==> src/rtl/axi_hp_pkg.sv <==
// Shared constants and FSM state type for the HP0 write DMA.
// Imported by hp_wr_fifo and axi_hp_wr_dma.
package axi_hp_pkg;

  localparam int BURST_BEATS = 16;

  localparam logic [1:0] AXI_BURST_INCR = 2'b01;
  localparam logic [2:0] AXI_SIZE_4B    = 3'b010;
  localparam logic [3:0] AXI_CACHE_BUF  = 4'b0011;

  typedef enum logic [1:0] {
    IDLE,
    ADDR,
    DATA,
    RESP
  } wr_state_t;

endpackage

==> src/rtl/hp_wr_fifo.sv <==
// Synchronous first-word-fall-through FIFO with an occupancy count.
// Ports: clk, rst, wr_en/wr_data, rd_en/rd_data, full, count.
module hp_wr_fifo
  import axi_hp_pkg::*;
#(
  parameter int DEPTH = 64
) (
  input  logic                       clk,
  input  logic                       rst,
  input  logic                       wr_en,
  input  logic [31:0]                wr_data,
  input  logic                       rd_en,
  output logic [31:0]                rd_data,
  output logic                       full,
  output logic [$clog2(DEPTH):0]     count
);

  localparam int AW = $clog2(DEPTH);
  localparam int CW = AW + 1;

  logic [31:0]   mem [DEPTH];
  logic [AW-1:0] wp;
  logic [AW-1:0] rp;

  assign rd_data = mem[rp];
  assign full    = (count == CW'(DEPTH));

  always_ff @(posedge clk) begin
    if (wr_en)
      mem[wp] <= wr_data;
  end

  always_ff @(posedge clk or posedge rst) begin
    if (rst) begin
      wp    <= '0;
      rp    <= '0;
      count <= '0;
    end else begin
      if (wr_en)
        wp <= wp + 1'b1;
      if (rd_en)
        rp <= rp + 1'b1;
      // push and pop together leave the count unchanged
      unique case ({wr_en, rd_en})
        2'b10:   count <= count + 1'b1;
        2'b01:   count <= count - 1'b1;
        default: count <= count;
      endcase
    end
  end

endmodule

==> src/rtl/axi_hp_wr_dma.sv <==
// Streams 32-bit samples into a DDR ring buffer over AXI3 HP0 as 16-beat bursts.
// Ports: clk/rst, enable, ring config, sample stream, status, AXI AW/W/B.
module axi_hp_wr_dma
  import axi_hp_pkg::*;
#(
  parameter int         FIFO_DEPTH = 64,
  parameter logic [5:0] AXI_ID     = 6'd0
) (
  input  logic        clk,
  input  logic        rst,
  input  logic        enable,
  input  logic [31:0] base_addr,
  input  logic [23:0] buf_words,
  input  logic [31:0] s_data,
  input  logic        s_valid,
  output logic        s_ready,
  output logic [23:0] wr_ptr,
  output logic        overflow,
  output logic        bresp_err,
  output logic [31:0] m_awaddr,
  output logic [3:0]  m_awlen,
  output logic [5:0]  m_awid,
  output logic        m_awvalid,
  input  logic        m_awready,
  output logic [1:0]  m_awburst,
  output logic [2:0]  m_awsize,
  output logic [3:0]  m_awcache,
  output logic [1:0]  m_awlock,
  output logic [2:0]  m_awprot,
  output logic [3:0]  m_awqos,
  output logic [31:0] m_wdata,
  output logic [3:0]  m_wstrb,
  output logic [5:0]  m_wid,
  output logic        m_wlast,
  output logic        m_wvalid,
  input  logic        m_wready,
  input  logic [5:0]  m_bid,
  input  logic [1:0]  m_bresp,
  input  logic        m_bvalid,
  output logic        m_bready
);

  localparam int         CW        = $clog2(FIFO_DEPTH) + 1;
  localparam logic [3:0] LAST_BEAT = 4'(BURST_BEATS - 1);
  localparam logic [23:0] STEP     = 24'(BURST_BEATS);

  wr_state_t   state;
  logic [3:0]  beat;
  logic [23:0] buf_q;
  logic [23:0] ptr_nxt;
  logic        rst_done;
  logic        full;
  logic        push;
  logic        pop;
  logic [CW-1:0] cnt;
  logic        bid_unused;

  // single outstanding burst, so the returned ID carries no information
  assign bid_unused = ^m_bid;

  assign m_awlen   = LAST_BEAT;
  assign m_awid    = AXI_ID;
  assign m_wid     = AXI_ID;
  assign m_awburst = AXI_BURST_INCR;
  assign m_awsize  = AXI_SIZE_4B;
  assign m_awcache = AXI_CACHE_BUF;
  assign m_awlock  = 2'b00;
  assign m_awprot  = 3'b000;
  assign m_awqos   = 4'b0000;
  assign m_wstrb   = 4'hF;

  // held low through reset and for the first edge after release
  assign s_ready = rst_done && !full;
  assign push    = enable && s_valid && s_ready;
  assign pop     = m_wvalid && m_wready;
  assign ptr_nxt = wr_ptr + STEP;

  hp_wr_fifo #(
    .DEPTH (FIFO_DEPTH)
  ) u_fifo (
    .clk     (clk),
    .rst     (rst),
    .wr_en   (push),
    .wr_data (s_data),
    .rd_en   (pop),
    .rd_data (m_wdata),
    .full    (full),
    .count   (cnt)
  );

  always_ff @(posedge clk or posedge rst) begin
    if (rst) begin
      rst_done <= 1'b0;
      overflow <= 1'b0;
    end else begin
      rst_done <= 1'b1;
      if (rst_done && enable && s_valid && !s_ready)
        overflow <= 1'b1;
    end
  end

  always_ff @(posedge clk or posedge rst) begin
    if (rst) begin
      state     <= IDLE;
      m_awvalid <= 1'b0;
      m_awaddr  <= '0;
      m_wvalid  <= 1'b0;
      m_wlast   <= 1'b0;
      m_bready  <= 1'b0;
      beat      <= '0;
      buf_q     <= '0;
      wr_ptr    <= '0;
      bresp_err <= 1'b0;
    end else begin
      unique case (state)
        IDLE: begin
          if (enable && cnt >= CW'(BURST_BEATS)) begin
            state     <= ADDR;
            m_awvalid <= 1'b1;
            m_awaddr  <= base_addr + {6'd0, wr_ptr, 2'b00};
            buf_q     <= buf_words;
          end
        end
        ADDR: begin
          if (m_awready) begin
            state     <= DATA;
            m_awvalid <= 1'b0;
            m_wvalid  <= 1'b1;
            beat      <= '0;
          end
        end
        DATA: begin
          if (m_wready) begin
            beat <= beat + 1'b1;
            if (beat == LAST_BEAT) begin
              state    <= RESP;
              m_wvalid <= 1'b0;
              m_wlast  <= 1'b0;
              m_bready <= 1'b1;
            end else begin
              m_wlast <= (beat == LAST_BEAT - 4'd1);
            end
          end
        end
        RESP: begin
          if (m_bvalid) begin
            state    <= IDLE;
            m_bready <= 1'b0;
            if (m_bresp != 2'b00)
              bresp_err <= 1'b1;
            wr_ptr <= (ptr_nxt == buf_q) ? '0 : ptr_nxt;
          end
        end
        default: state <= IDLE;
      endcase
    end
  end

endmodule

==> config.mk <==
export PLATFORM = sky130hd
export DESIGN_NAME = axi_hp_wr_dma
export DESIGN_NICKNAME = d
export VERILOG_FILES = /design/src/rtl/axi_hp_pkg.sv /design/src/rtl/hp_wr_fifo.sv /design/src/rtl/axi_hp_wr_dma.sv
export SDC_FILE = /design/constraint.sdc
export NUM_CORES = 2
export LEC_CHECK = 0
export BUFFER_PORTS_ARGS = -buffer_cell sky130_fd_sc_hd__clkbuf_2
export CORE_UTILIZATION = 45
export CTS_BUF_LIST = sky130_fd_sc_hd__clkbuf_16
export CTS_CLUSTER_DIAMETER = 80
export DETAILED_ROUTE_END_ITERATION = 10
export PLACE_DENSITY = 0.68
export SLEW_MARGIN = 20
export SYNTH_ARGS = -nofsm -noshare
export SYNTH_HDL_FRONTEND = slang
export SYNTH_SLANG_ARGS = --single-unit
==> constraint.sdc <==
create_clock -name clk -period 6.6 [get_ports clk]
set_input_delay 1.32 -clock clk [delete_from_list [all_inputs] [get_ports clk]]
set_output_delay 1.32 -clock clk [all_outputs]
set_load 0.1 [all_outputs]
; Word-level counts from Yosys, hierarchy flattened
; Memory sizes are Yosys's and may differ from the RTL's.
; Cells that the tools add are included.
[word_totals]
register_bits = 112
ram_bits = 2048
input_bits = 103
output_inout_bits = 133
elab_cells = 88
n_memories = 1
[classes]
addsub = 7
n_lt_le_gt_ge = 1
n_eq_ne = 14
mux = 25
reduce_logical = 25
[memory_table]
columns = name, words, width, read_ports, rd_clocked_by_memory_dff, wr, line
row1 = u_fifo.mem, 64, 32, 1, 0, 1, hp_wr_fifo.sv:21  ; logic [31:0] mem [DEPTH];
[op_table]
columns = cell, n
row1 = adder 32 x 26 -> 32 bit, 1
row2 = adder 24 x 5 -> 24 bit (second input constant), 1
row3 = == test 24 bit, 1
row4 = 2-to-1 mux 24 bit, 1
row5 = one-hot mux 7 bit (2 select lines), 1
row6 = adder 6 x 1 -> 6 bit (second input constant), 2
row7 = 2-to-1 mux 1 bit, 11
row8 = 2-to-1 mux 2 bit, 5
row9 = inequality test 2 bit (second input constant), 5
row10 = nonzero test 2 bit, 5
row11 = AND reduction 3 bit, 3
row12 = == test 4 bit (second input constant), 2
row13 = logical AND 1 bit, 8
row14 = 2-to-1 mux 4 bit, 2
row15 = one-hot mux 2 bit (4 select lines), 1
row16 = one-hot mux 4 bit (2 select lines), 1
row17 = AND reduction 4 bit, 2
row18 = adder 7 x 1 -> 7 bit (second input constant), 1
row19 = == test 7 bit (second input constant), 1
row20 = greater-or-equal comparator 7 x 5 -> 1 bit (second input constant), 1
row21 = subtractor 7 x 1 -> 7 bit (second input constant), 1
row22 = == test 2 bit (second input constant), 3
row23 = one-hot mux 1 bit (2 select lines), 3
row24 = AND reduction 2 bit, 3
row25 = other kinds (5), 7

; Logic depth before layout (Yosys ltp)
[depth]
depth_word = 6
mapped_depth = 16
mapped_depth_nobuf = 14

; Modules after synthesis
; From an unflattened synthesis, not the netlist that was laid out.
[hier_totals]
hier_cells = 3943
area_unflattened_um2 = 85097.9
[modules_own_cells]
columns = module, instances, cells_each, area_each_um2, seq_area_each_um2
row1 = hp_wr_fifo, 1, 3303, 79122.1, 61974.4
row2 = axi_hp_wr_dma, 1, 640, 5975.7, 2227.1

; Worst setup path after synthesis
; OpenSTA, ideal clock, no wires.
[synth_path]
path_kind = flip-flop to output port
start = register u_fifo.rp[0]
end = output m_wdata[0]
arrival_time_ps = 3036
t_required_ps = 5280
slack_ps = 2244
stages_incl_launch_ff = 7
n_path_buf = 3
path_cell_list = dfrtp_1 > buf_2 > clkbuf_1 > buf_1 > mux4_2 > mux4_2 > mux4_2
[synth_between]
elab_chain_cells = 1
[synth_lines]
columns = item, line
row1 = "start, declared", hp_wr_fifo.sv:23  ; logic [AW-1:0] rp;
row2 = "start signal, assigned", hp_wr_fifo.sv:42  ; rp <= rp + 1'b1;
row3 = memory (64 x 32 bit), n/a
row4 = "end, declared", axi_hp_wr_dma.sv:31  ; output logic [31:0] m_wdata,
; Every way passes these cells.

; Worst setup path in the final report
[layout_path]
start = register u_fifo.rp[0]
end = output m_wdata[31]
; Same word-level chain as after synthesis.

==> results.json <==
{
  "cts_buffers": 210,
  "num_rows": 158,
  "clock_latency_ns": 0.83,
  "stdcell_area_sq_mm": 0.09626,
  "power_leakage_nw": 30.77,
  "ff2ff_setup_slack_ns": 2.37,
  "timing.final.crit_share": 0.9025,
  "status": "complete, no violations",
  "finClkSkew_ns": 0.05497,
  "io_buffers": 187,
  "post-cts-setup-buffer-count": 0,
  "layout_setup_ws_ns": 0.6435,
  "setup_viol": 0,
  "timing.final.hold_violations": 0,
  "num-nets-final": 4176,
  "rsz0062_at_grt": "no",
  "final_cell_mix": "edfxtp_1, mux4_2, clkbuf_16, clkbuf_2, buf_4",
  "final_util": 0.5174,
  "antenna_left": 0,
  "grt_pass1_wl_um": 278600,
  "cts.clk_slew.worst_paths_ns": 0.06,
  "synthCells": 3695,
  "drt_iter0_markers": 4292,
  "place_area_sq_mm": 0.08953,
  "dp_hpwl_um": 111200,
  "core_area_sq_mm": 0.1860,
  "slew_violations": 0,
  "whs_ns": 0.4781,
  "critPathLaunchType": "flip-flop",
  "avgSynthCellArea_sq_um": 22.89,
  "min_period_ns": 5.956,
  "areaGrowthSynthToFinish_pct": 13.81,
  "ys_ff_latch": 2156,
  "initial_core_util": 0.4547,
  "post-place-ws_ns": 1.374,
  "cp-end-kind": "primary output",
  "final-instance-count-excl-fill": 6704,
  "async_reset_ff_frac": 0.05009,
  "worstSetupPathType": "reg -> out",
  "boundaryPins": 236,
  "r2r_cells": 7,
  "total_power_mw": 40.99,
  "cts_tree": "yes",
  "grt_pass1_vias": 40110,
  "ys.flop_type": "edfxtp_1",
  "ys_types": 71,
  "vias": 39380,
  "final_common_cell": "edfxtp_1",
  "synth_seq_area_share": 0.7591,
  "synth_warnings": 0,
  "powerDensity_mw_per_mm2": 425.9,
  "fmaxAchievable_ghz": 0.1679,
  "die_y_um": 435.5,
  "post_cts_resized": 0,
  "ir_worst_vdd_mv": 1.395,
  "grt_usage": 0.2016,
  "wirelength_um": 190800,
  "cp-startpoint": "u_fifo.rp[0]",
  "worst_pin_slew_ns": 1.112,
  "synth_area_sq_mm": 0.08458,
  "crit_required_ns": 5.28,
  "firstDrtPassIters": 7,
  "numClockSinks": 2156,
  "drcViolationCount": 0,
  "via_per_inst": 5.875,
  "dpl.cell_count": 6307,
  "antenna_found_initial": 25,
  "cts-root-buf": "clkbuf_16",
  "die_area_sq_mm": 0.1897,
  "grt_overflow": 0,
  "cap_violations": 0,
  "crit_arrival_ns": 4.64,
  "hold_class": "reg -> reg",
  "r2r-start": "u_fifo.count[4]",
  "die_w_um": 435.5,
  "grt_max_degree": 88,
  "tns_ns": 0,
  "finalWeightedCongestion": 0.8549,
  "drive_gt1_frac": 0.3363,
  "synth-edff-count": 2048,
  "ctsHoldBuffers": 0,
  "relSlewSlack": 0.2588,
  "worst_r2r_endpoint": "u_fifo.mem[57][7]",
  "cp_max_fo": 53,
  "clockBufferDepth": 3,
  "cp-endpoint": "m_wdata[31]",
  "wl_per_cell_um": 28.46,
  "htree_num_levels": 4
}
[kinds of logic after synthesis]
| kind of cell | Yosys count | synth area share |
|---|---|---|
| DFF | 2156 | 0.7591 |
| other | 2 | 0.00008879 |
| and+or+nand+nor | 293 | 0.01715 |
| xor gates and xnor gates | 73 | 0.007559 |
| muxes | 708 | 0.1837 |
| buffers and inverters | 255 | 0.01419 |
| AOI/OAI and AO/OA | 174 | 0.01321 |
| adders and majority gates | 34 | 0.005030 |
[synth_stat cells (all sizes together), types with 5 or more instances]
cell / number / area, sq um
xor2: 32 / 280.3
ha: 34 / 425.4
and2: 8 / 50.05
inv: 23 / 86.33
nand4: 15 / 106.4
nand3: 23 / 127.6
dfrtp: 108 / 2703
o21ai: 69 / 345.3
buf: 109 / 651.9
edfxtp: 2048 / 61500
a21o: 10 / 75.07
mux2: 35 / 394.1
o211ai: 5 / 37.54
nor2: 108 / 412.9
nand2: 78 / 292.8
nor2b: 8 / 50.05
xnor2: 41 / 359.1
nor4: 11 / 123.9
clkbuf: 123 / 461.7
nor3: 13 / 65.06
mux4: 672 / 15130
a21oi: 34 / 170.2
o21bai: 7 / 52.55
a22o: 16 / 140.1
[worst max-delay path, cell delays in order (launching register included)]
cell and delay, ns:
dfrtp_4 1.02, buf_12 0.46, mux4_2 0.57, mux4_2 0.59, mux4_2 0.65, clkbuf_2 0.43
[power breakdown]
part / switching [mW] / total, mW / internal [mW]
sequential: 0.623 / 15.9 / 15.3
combinational: 8.24 / 13.6 / 5.35
clock: 5.11 / 11.5 / 6.36
total: 14.0 / 41.0 / 27.0
[layer usage]
| metal | vias up | track usage | share of wire |
|---|---|---|---|
| met4 | 4 | 0.06065 | 0.027 |
| li1 | 16310 | - | - |
| met3 | 263 | 0.03523 | 0.072 |
| met1 | 21300 | 0.2780 | 0.40 |
| met5 | - | 0 | 0.00014 |
| met2 | 1511 | 0.3298 | 0.50 |
[area by class of cell]
type / count / area [sq um]
Antenna cell: 8 / 20.02
Clock buffer: 212 / 5305
Clock inverter: 177 / 1354
Fill cell: 14160 / 89770
Inverter: 23 / 88.84
Multi-Input combinational cell: 1326 / 19830
Sequential cell: 2156 / 64220
Tap cell: 2480 / 3103
Timing Repair Buffer: 322 / 2335
[worst min path at each step]
stage	from	end	slack, ns	depth (start not counted)
2_1_floorplan	u_fifo.wp[2]	u_fifo.wp[2]	0.46	1
3_3_place_gp	bresp_err	bresp_err	0.46	1
3_5_place_dp	overflow	overflow	0.46	1
4_1_cts	m_awaddr[25]	m_awaddr[25]	0.48	2
5_1_grt	m_awaddr[11]	m_awaddr[11]	0.50	2
6_report	m_awaddr[24]	m_awaddr[24]	0.48	2
[sequential cells by signal (all words and copies together) (netlist names)]
signal,cells
rst_done,1
bresp_err,1
m_awaddr,32
m_awvalid,1
u_fifo.mem,2048
buf_q,24
wr_ptr,20
overflow,1
state,2
m_wvalid,1
m_bready,1
m_wlast,1
u_fifo.rp,6
beat,4
u_fifo.wp,6
u_fifo.count,7
Note: power is estimated with default switching activity, not from simulation.
